## config.mk

```make
export PLATFORM = sky130hd
export DESIGN_NAME = sos_biquad_mac
export DESIGN_NICKNAME = d
export VERILOG_FILES = /design/src/rtl/sos_pkg.sv /design/src/rtl/sos_delay.sv /design/src/rtl/sos_biquad_mac.sv
export SDC_FILE = /design/constraint.sdc
export NUM_CORES = 1
export LEC_CHECK = 0
export CAP_MARGIN = 40
export CORE_MARGIN = 2
export CORE_UTILIZATION = 30
export CTS_CLUSTER_DIAMETER = 200
export CTS_CLUSTER_SIZE = 8
export DETAILED_ROUTE_END_ITERATION = 6
export GPL_ROUTABILITY_DRIVEN = 1
export SLEW_MARGIN = 20
export SYNTH_ARGS = -nofsm -noshare
export SYNTH_HDL_FRONTEND = slang
export SYNTH_SLANG_ARGS = --single-unit
```

## constraint.sdc

```tcl
create_clock -name clk_i -period 12.8 [get_ports clk_i]
set_input_delay 1.28 -clock clk_i [delete_from_list [all_inputs] [get_ports clk_i]]
set_output_delay 1.28 -clock clk_i [all_outputs]
set_load 0.03 [all_outputs]
```

## src/rtl/sos_pkg.sv

```systemverilog
// Shared types and helpers for the biquad section.
// Latency: n/a (package only).
// Backpressure: n/a (package only).
// Contents: FSM state enum, accumulator width helper, coefficient struct,
// and the round-shift / saturate helpers used on the accumulator output.
package sos_pkg;

  typedef enum logic [1:0] {
    IDLE,
    MAC,
    OUT
  } sos_state_e;

  // Coefficient container; fields are wide enough for any CW up to 32 and
  // are filled with sign-extended coefficients by the section.
  localparam int COEF_W = 32;

  typedef struct packed {
    logic signed [COEF_W-1:0] b0;
    logic signed [COEF_W-1:0] b1;
    logic signed [COEF_W-1:0] b2;
    logic signed [COEF_W-1:0] a1;
    logic signed [COEF_W-1:0] a2;
  } sos_coef_t;

  // Three guard bits cover the sum of five full-scale products.
  function automatic int acc_w(input int wd, input int cw);
    return wd + cw + 3;
  endfunction

  // Accumulator already carries the rounding bias, so an arithmetic shift
  // gives round-half-up; the result is then clipped to the wd-bit range.
  function automatic logic signed [63:0] sat_round(input logic signed [63:0] acc,
                                                   input int frac, input int wd);
    logic signed [63:0] sh;
    logic signed [63:0] hi;
    logic signed [63:0] lo;
    sh = acc >>> frac;
    hi = (64'sd1 <<< (wd - 1)) - 64'sd1;
    lo = -(64'sd1 <<< (wd - 1));
    if (sh > hi) return hi;
    if (sh < lo) return lo;
    return sh;
  endfunction

  function automatic logic sat_clip(input logic signed [63:0] acc,
                                    input int frac, input int wd);
    logic signed [63:0] sh;
    sh = acc >>> frac;
    return (sh > ((64'sd1 <<< (wd - 1)) - 64'sd1)) || (sh < -(64'sd1 <<< (wd - 1)));
  endfunction

endpackage

```

## src/rtl/sos_delay.sv

```systemverilog
// One sample of section delay state (x[n-1], x[n-2], y[n-1] or y[n-2]).
// Latency: 1 cycle from en_i to q_o.
// Backpressure: none; loads only when en_i is high.
// Ports: clk_i clock, rst_ni async active-low reset, en_i load enable,
//        d_i next value, q_o held value.
module sos_delay
  import sos_pkg::*;
#(
  parameter int W = 16
) (
  input  logic                clk_i,
  input  logic                rst_ni,
  input  logic                en_i,
  input  logic signed [W-1:0] d_i,
  output logic signed [W-1:0] q_o
);

  always_ff @(posedge clk_i or negedge rst_ni) begin
    if (!rst_ni) begin
      q_o <= '0;
    end else if (en_i) begin
      q_o <= d_i;
    end
  end

endmodule

```

## src/rtl/sos_biquad_mac.sv

```systemverilog
// Direct-form-I biquad section, one shared multiplier over five MAC cycles.
// Latency: output valid 5 cycles after the accept edge; one sample per 6 cycles.
// Backpressure: holds the output while out_ready_i is low; in_ready_o follows it.
// Ports: clk_i/rst_i clock and async active-high reset; clear_i sync flush;
//        b0_i..a2_i coefficients; in_* sample input handshake;
//        out_* result handshake; sat_o one-cycle clip flag with each new output.
module sos_biquad_mac
  import sos_pkg::*;
#(
  parameter int WD   = 16,
  parameter int CW   = 16,
  parameter int FRAC = 14
) (
  input  logic                 clk_i,
  input  logic                 rst_i,
  input  logic                 clear_i,
  input  logic signed [CW-1:0] b0_i,
  input  logic signed [CW-1:0] b1_i,
  input  logic signed [CW-1:0] b2_i,
  input  logic signed [CW-1:0] a1_i,
  input  logic signed [CW-1:0] a2_i,
  input  logic                 in_valid_i,
  input  logic signed [WD-1:0] in_data_i,
  output logic                 in_ready_o,
  output logic                 out_valid_o,
  output logic signed [WD-1:0] out_data_o,
  input  logic                 out_ready_i,
  output logic                 sat_o
);

  localparam int ACC_W = acc_w(WD, CW);
  localparam logic signed [ACC_W-1:0] ROUND_BIAS = ACC_W'(64'sd1 <<< (FRAC - 1));

  sos_state_e              state_q, state_d;
  logic        [2:0]       cnt_q;
  logic signed [ACC_W-1:0] acc_q;
  logic signed [WD-1:0]    x_q;
  logic signed [WD-1:0]    x1, x2, y1, y2;
  logic                    accept;
  logic                    commit;

  sos_coef_t               coef;
  logic signed [COEF_W-1:0] coef_sel;
  logic signed [WD-1:0]    opnd;
  logic                    sub;
  logic signed [ACC_W-1:0] prod;
  logic signed [ACC_W-1:0] acc_next;
  logic signed [WD-1:0]    y_sat;
  logic                    clipped;

  assign coef = '{b0: COEF_W'(b0_i), b1: COEF_W'(b1_i), b2: COEF_W'(b2_i),
                  a1: COEF_W'(a1_i), a2: COEF_W'(a2_i)};

  // Operand/coefficient pair for this MAC step; feedback terms subtract.
  always_comb begin
    coef_sel = '0;
    opnd     = '0;
    sub      = 1'b0;
    case (cnt_q)
      3'd0: begin coef_sel = coef.b0; opnd = x_q; end
      3'd1: begin coef_sel = coef.b1; opnd = x1;  end
      3'd2: begin coef_sel = coef.b2; opnd = x2;  end
      3'd3: begin coef_sel = coef.a1; opnd = y1; sub = 1'b1; end
      3'd4: begin coef_sel = coef.a2; opnd = y2; sub = 1'b1; end
      default: ;
    endcase
  end

  assign prod     = ACC_W'(coef_sel) * ACC_W'(opnd);
  assign acc_next = sub ? (acc_q - prod) : (acc_q + prod);
  assign y_sat    = WD'(sat_round(64'(acc_next), FRAC, WD));
  assign clipped  = sat_clip(64'(acc_next), FRAC, WD);

  // Final MAC step: the delay line shifts on the same edge the output loads.
  assign commit = (state_q == MAC) && (cnt_q == 3'd4) && !clear_i;

  always_comb begin
    state_d    = state_q;
    in_ready_o = 1'b0;
    accept     = 1'b0;
    case (state_q)
      IDLE: begin
        in_ready_o = 1'b1;
        if (in_valid_i) begin
          accept  = 1'b1;
          state_d = MAC;
        end
      end
      MAC: begin
        if (cnt_q == 3'd4) state_d = OUT;
      end
      OUT: begin
        // A new sample may enter on the very edge the result is taken.
        in_ready_o = out_ready_i;
        if (out_ready_i) begin
          if (in_valid_i) begin
            accept  = 1'b1;
            state_d = MAC;
          end else begin
            state_d = IDLE;
          end
        end
      end
      default: state_d = IDLE;
    endcase
    if (clear_i) begin
      state_d = IDLE;
      accept  = 1'b0;
    end
  end

  always_ff @(posedge clk_i or posedge rst_i) begin
    if (rst_i) begin
      state_q     <= IDLE;
      cnt_q       <= '0;
      acc_q       <= '0;
      x_q         <= '0;
      out_data_o  <= '0;
      out_valid_o <= 1'b0;
      sat_o       <= 1'b0;
    end else begin
      state_q <= state_d;
      sat_o   <= 1'b0;
      if (clear_i) begin
        acc_q       <= '0;
        cnt_q       <= '0;
        out_valid_o <= 1'b0;
      end else begin
        if (accept) begin
          x_q   <= in_data_i;
          acc_q <= ROUND_BIAS;
          cnt_q <= '0;
        end else if (state_q == MAC) begin
          acc_q <= acc_next;
          cnt_q <= cnt_q + 3'd1;
        end
        if (commit) begin
          out_data_o  <= y_sat;
          out_valid_o <= 1'b1;
          sat_o       <= clipped;
        end else if ((state_q == OUT) && out_ready_i) begin
          out_valid_o <= 1'b0;
        end
      end
    end
  end

  // Clear loads zeros through the data path with the enable forced high.
  logic                 dl_en;
  logic signed [WD-1:0] x1_d, x2_d, y1_d, y2_d;

  assign dl_en = commit || clear_i;
  assign x1_d  = clear_i ? '0 : x_q;
  assign x2_d  = clear_i ? '0 : x1;
  assign y1_d  = clear_i ? '0 : y_sat;
  assign y2_d  = clear_i ? '0 : y1;

  sos_delay #(.W(WD)) u_x1 (.clk_i(clk_i), .rst_ni(~rst_i), .en_i(dl_en), .d_i(x1_d), .q_o(x1));
  sos_delay #(.W(WD)) u_x2 (.clk_i(clk_i), .rst_ni(~rst_i), .en_i(dl_en), .d_i(x2_d), .q_o(x2));
  sos_delay #(.W(WD)) u_y1 (.clk_i(clk_i), .rst_ni(~rst_i), .en_i(dl_en), .d_i(y1_d), .q_o(y1));
  sos_delay #(.W(WD)) u_y2 (.clk_i(clk_i), .rst_ni(~rst_i), .en_i(dl_en), .d_i(y2_d), .q_o(y2));

endmodule

```

==> results.ini <==
[route]
drt-initial-drc-count = 1472
drtPass1Iterations = 6
drc = 0
wire_per_inst_um = 19.9
ant_nets = 0
totalWireLength_um = 60900
vias_per_cell = 5.24
num_vias = 16100

[cts]
cts_max_path_buffers = 2
numCtsBuffers = 17
cts_resized = 0
cts_setup_buffers = 0
clock-sinks = 138
clk_latency_ns = 0.44
ctsHoldBuffers = 0
cts_root_buffer = clkbuf_16
cts_tree = built
cts_htree_levels = 4
clkTransAtPathRegs_ns = 0.06

[sta]
slew_violations = 0
worst_pin_slew_ns = 0.900
min_period_over_period_pct = 94.8
fin_crit_ns = 12.13
fmax_ghz = 0.0824
final_hold_viol_count = 0
clock_skew_ns = 0.0157
rsz0062_at_grt = no
relSlewSlack_pct = 40.0
setup_tns_ns = 0
finalSetupViolCount = 0

[worst_hold_path]
whs_path_depth = 2
hold_start = acc_q[5]
hold_class = flip-flop to flip-flop
hold_end = acc_q[5]

[critical_path]
startpoint = cnt_q[0]
crit-reg2reg-launch = cnt_q[0]
reg2reg_to = out_data_o[12]
cpMostUsedCell = fa_1
reg2regPathDepth = 37
worstPathArrival_ns = 12.50
required_ns = 13.17
worst_path_largest_cell_delay_ns = 0.60
worst-r2r-setup-slack_ns = 0.67
start_kind = flip-flop
path_class = flip-flop to flip-flop
worstPathMaxFanout = 25
crit_path_end_kind = flip-flop
cp_slowest_cell = nor4_1

[synthesis]
synthFlopType = dfrtp_1
synth.distinct_cells = 85
synth_area_sq_um = 19300
synth_nets = 2618
syn-instance-count = 2117
synth_edf_count = 0
async_reset_ff_share_pct = 100
synth_warnings = 0
yosysSeqAreaShare_pct = 17.9
avgSynthCellArea_sq_um = 9.12
synth_seq_cells = 138

[floorplanning]
die_area_sq_um = 66400
die_width_um = 258
start_util_pct = 30.5
chipHeight_um = 258
io_pins = 120
fp-row-count = 92
coreArea_sq_um = 63300

[placed_design]
place.gp.congestion = 0.928
dp_hpwl_um = 50000
io_buffers = 119
postPlaceCellArea_sq_um = 21500

[layout]
fin_nets = 2703
design_area_sq_um = 22200
syn_to_final_growth_pct = 15.0
drive_gt1_share_pct = 6.59
final_common_cell = inv_1
final_cell_mix = 311 x inv_1, 275 x fa_1, 213 x nor2_1

[flow_run]
maxCapViolCount = 0

[global_route]
grt_start_max_net_pins = 66
grt.overflow.total = 0
grt_pass1_vias = 16900
grt_pass1_wl_um = 97700
antenna_found_initial = 2
grt_usage_pct = 18.6

[run_status]
status = complete, no violations

==> synthesized netlist by cell type (14+ instances only) <==
master	n	area (sq um)
clkbuf_1	86	323
inv_1	312	1170
dfrtp_1	138	3450
a21oi_1	92	460
fa_1	275	5510
a22o_1	68	596
nand2_1	180	676
xor2_1	31	272
nand4_1	20	125
o21ai_1	17	85.1
o211ai_1	16	120
nand2b_1	18	113
nand3_1	19	95.1
o21a_1	35	263
a22oi_1	35	263
o21ai_0	85	425
xnor2_1	53	464
nor3_1	20	100
a21o_1	14	105
a221o_1	27	270
mux2_2	19	214
nor2_1	214	803
ha_1	125	1560
a222oi_1	28	280
and2_1	14	87.6
==> cell type report <==
class | instances | area [sq um]
Antenna cell | 1 | 2.50
Clock buffer | 17 | 425
Clock inverter | 15 | 203
Fill cell | 6443 | 41100
Inverter | 312 | 1180
Multi-Input combinational cell | 1564 | 14300
Sequential cell | 138 | 3450
Tap cell | 846 | 1060
Timing Repair Buffer | 169 | 1610
==> cells by family after synthesis <==
logic type               Yosys count  share of synthesized area (%)
AND/OR/NAND/NOR                  558                           13.3
AO/OA/AOI/OAI                    497                           18.5
buffers and inverters            415                           8.32
adder cells (fa/ha/maj)          400                           36.6
flip-flops                       138                           17.9
XOR/XNOR                          87                           4.13
multiplexers                      22                           1.26
==> worst max-delay path: cells and delay by family, from the launching register on <==
kind            cells  cell delay (ns)
buf+inv             5             0.79
xor+xnor            2             0.36
compound gates      6             1.82
flops               1             0.43
fa+ha+maj           9             4.19
simple gates       15             4.41
==> layer usage <==
metal	global-route usage (%)	wire length [um]	vias up
met5	0	0	-
met4	5.33	1850	0
met3	3.13	3880	83
met2	30.6	28600	573
met1	25.2	26600	8095
li1	-	-	7305
==> per-stage QoR <==
| stage | worst slack [ns] | std cells | hold WS (ns) | utilization (%) |
|---|---|---|---|---|
| 2_1_floorplan | 2.39 | 2117 | 0.450 | - |
| 3_3_place_gp | 0.538 | 3018 | 0.465 | 33.9 |
| 3_5_place_dp | 0.583 | 3026 | 0.475 | 34.0 |
| 4_1_cts | 0.849 | 3058 | 0.493 | 35.0 |
| 5_1_grt | 0.176 | 3062 | 0.508 | 35.1 |
| 6_report | 0.671 | 3062 | 0.489 | 35.1 |
==> sequential cells by signal, indices dropped and copies added (netlist names) <==
name	flops
x_q	16
u_x1.q_o	16
acc_q	35
u_y2.q_o	16
state_q	2
u_y1.q_o	16
out_valid_o	1
cnt_q	3
u_x2.q_o	16
sat_o	1
out_data_o	16
==> worst max path at each step <==
stage                           to  slack [ns]  cells after the start
global placement       u_y1.q_o[2]        0.54                     33
detailed placement   out_data_o[6]        0.58                     33
CTS                 out_data_o[14]        0.85                     37
floorplan             u_y1.q_o[12]        2.39                     38
global route        out_data_o[14]        0.18                     37
finish              out_data_o[12]        0.67                     37
Power is left out: the tool's default activity adds up to more than one toggle a clock period on the data nets, which glitch-free logic cannot reach.
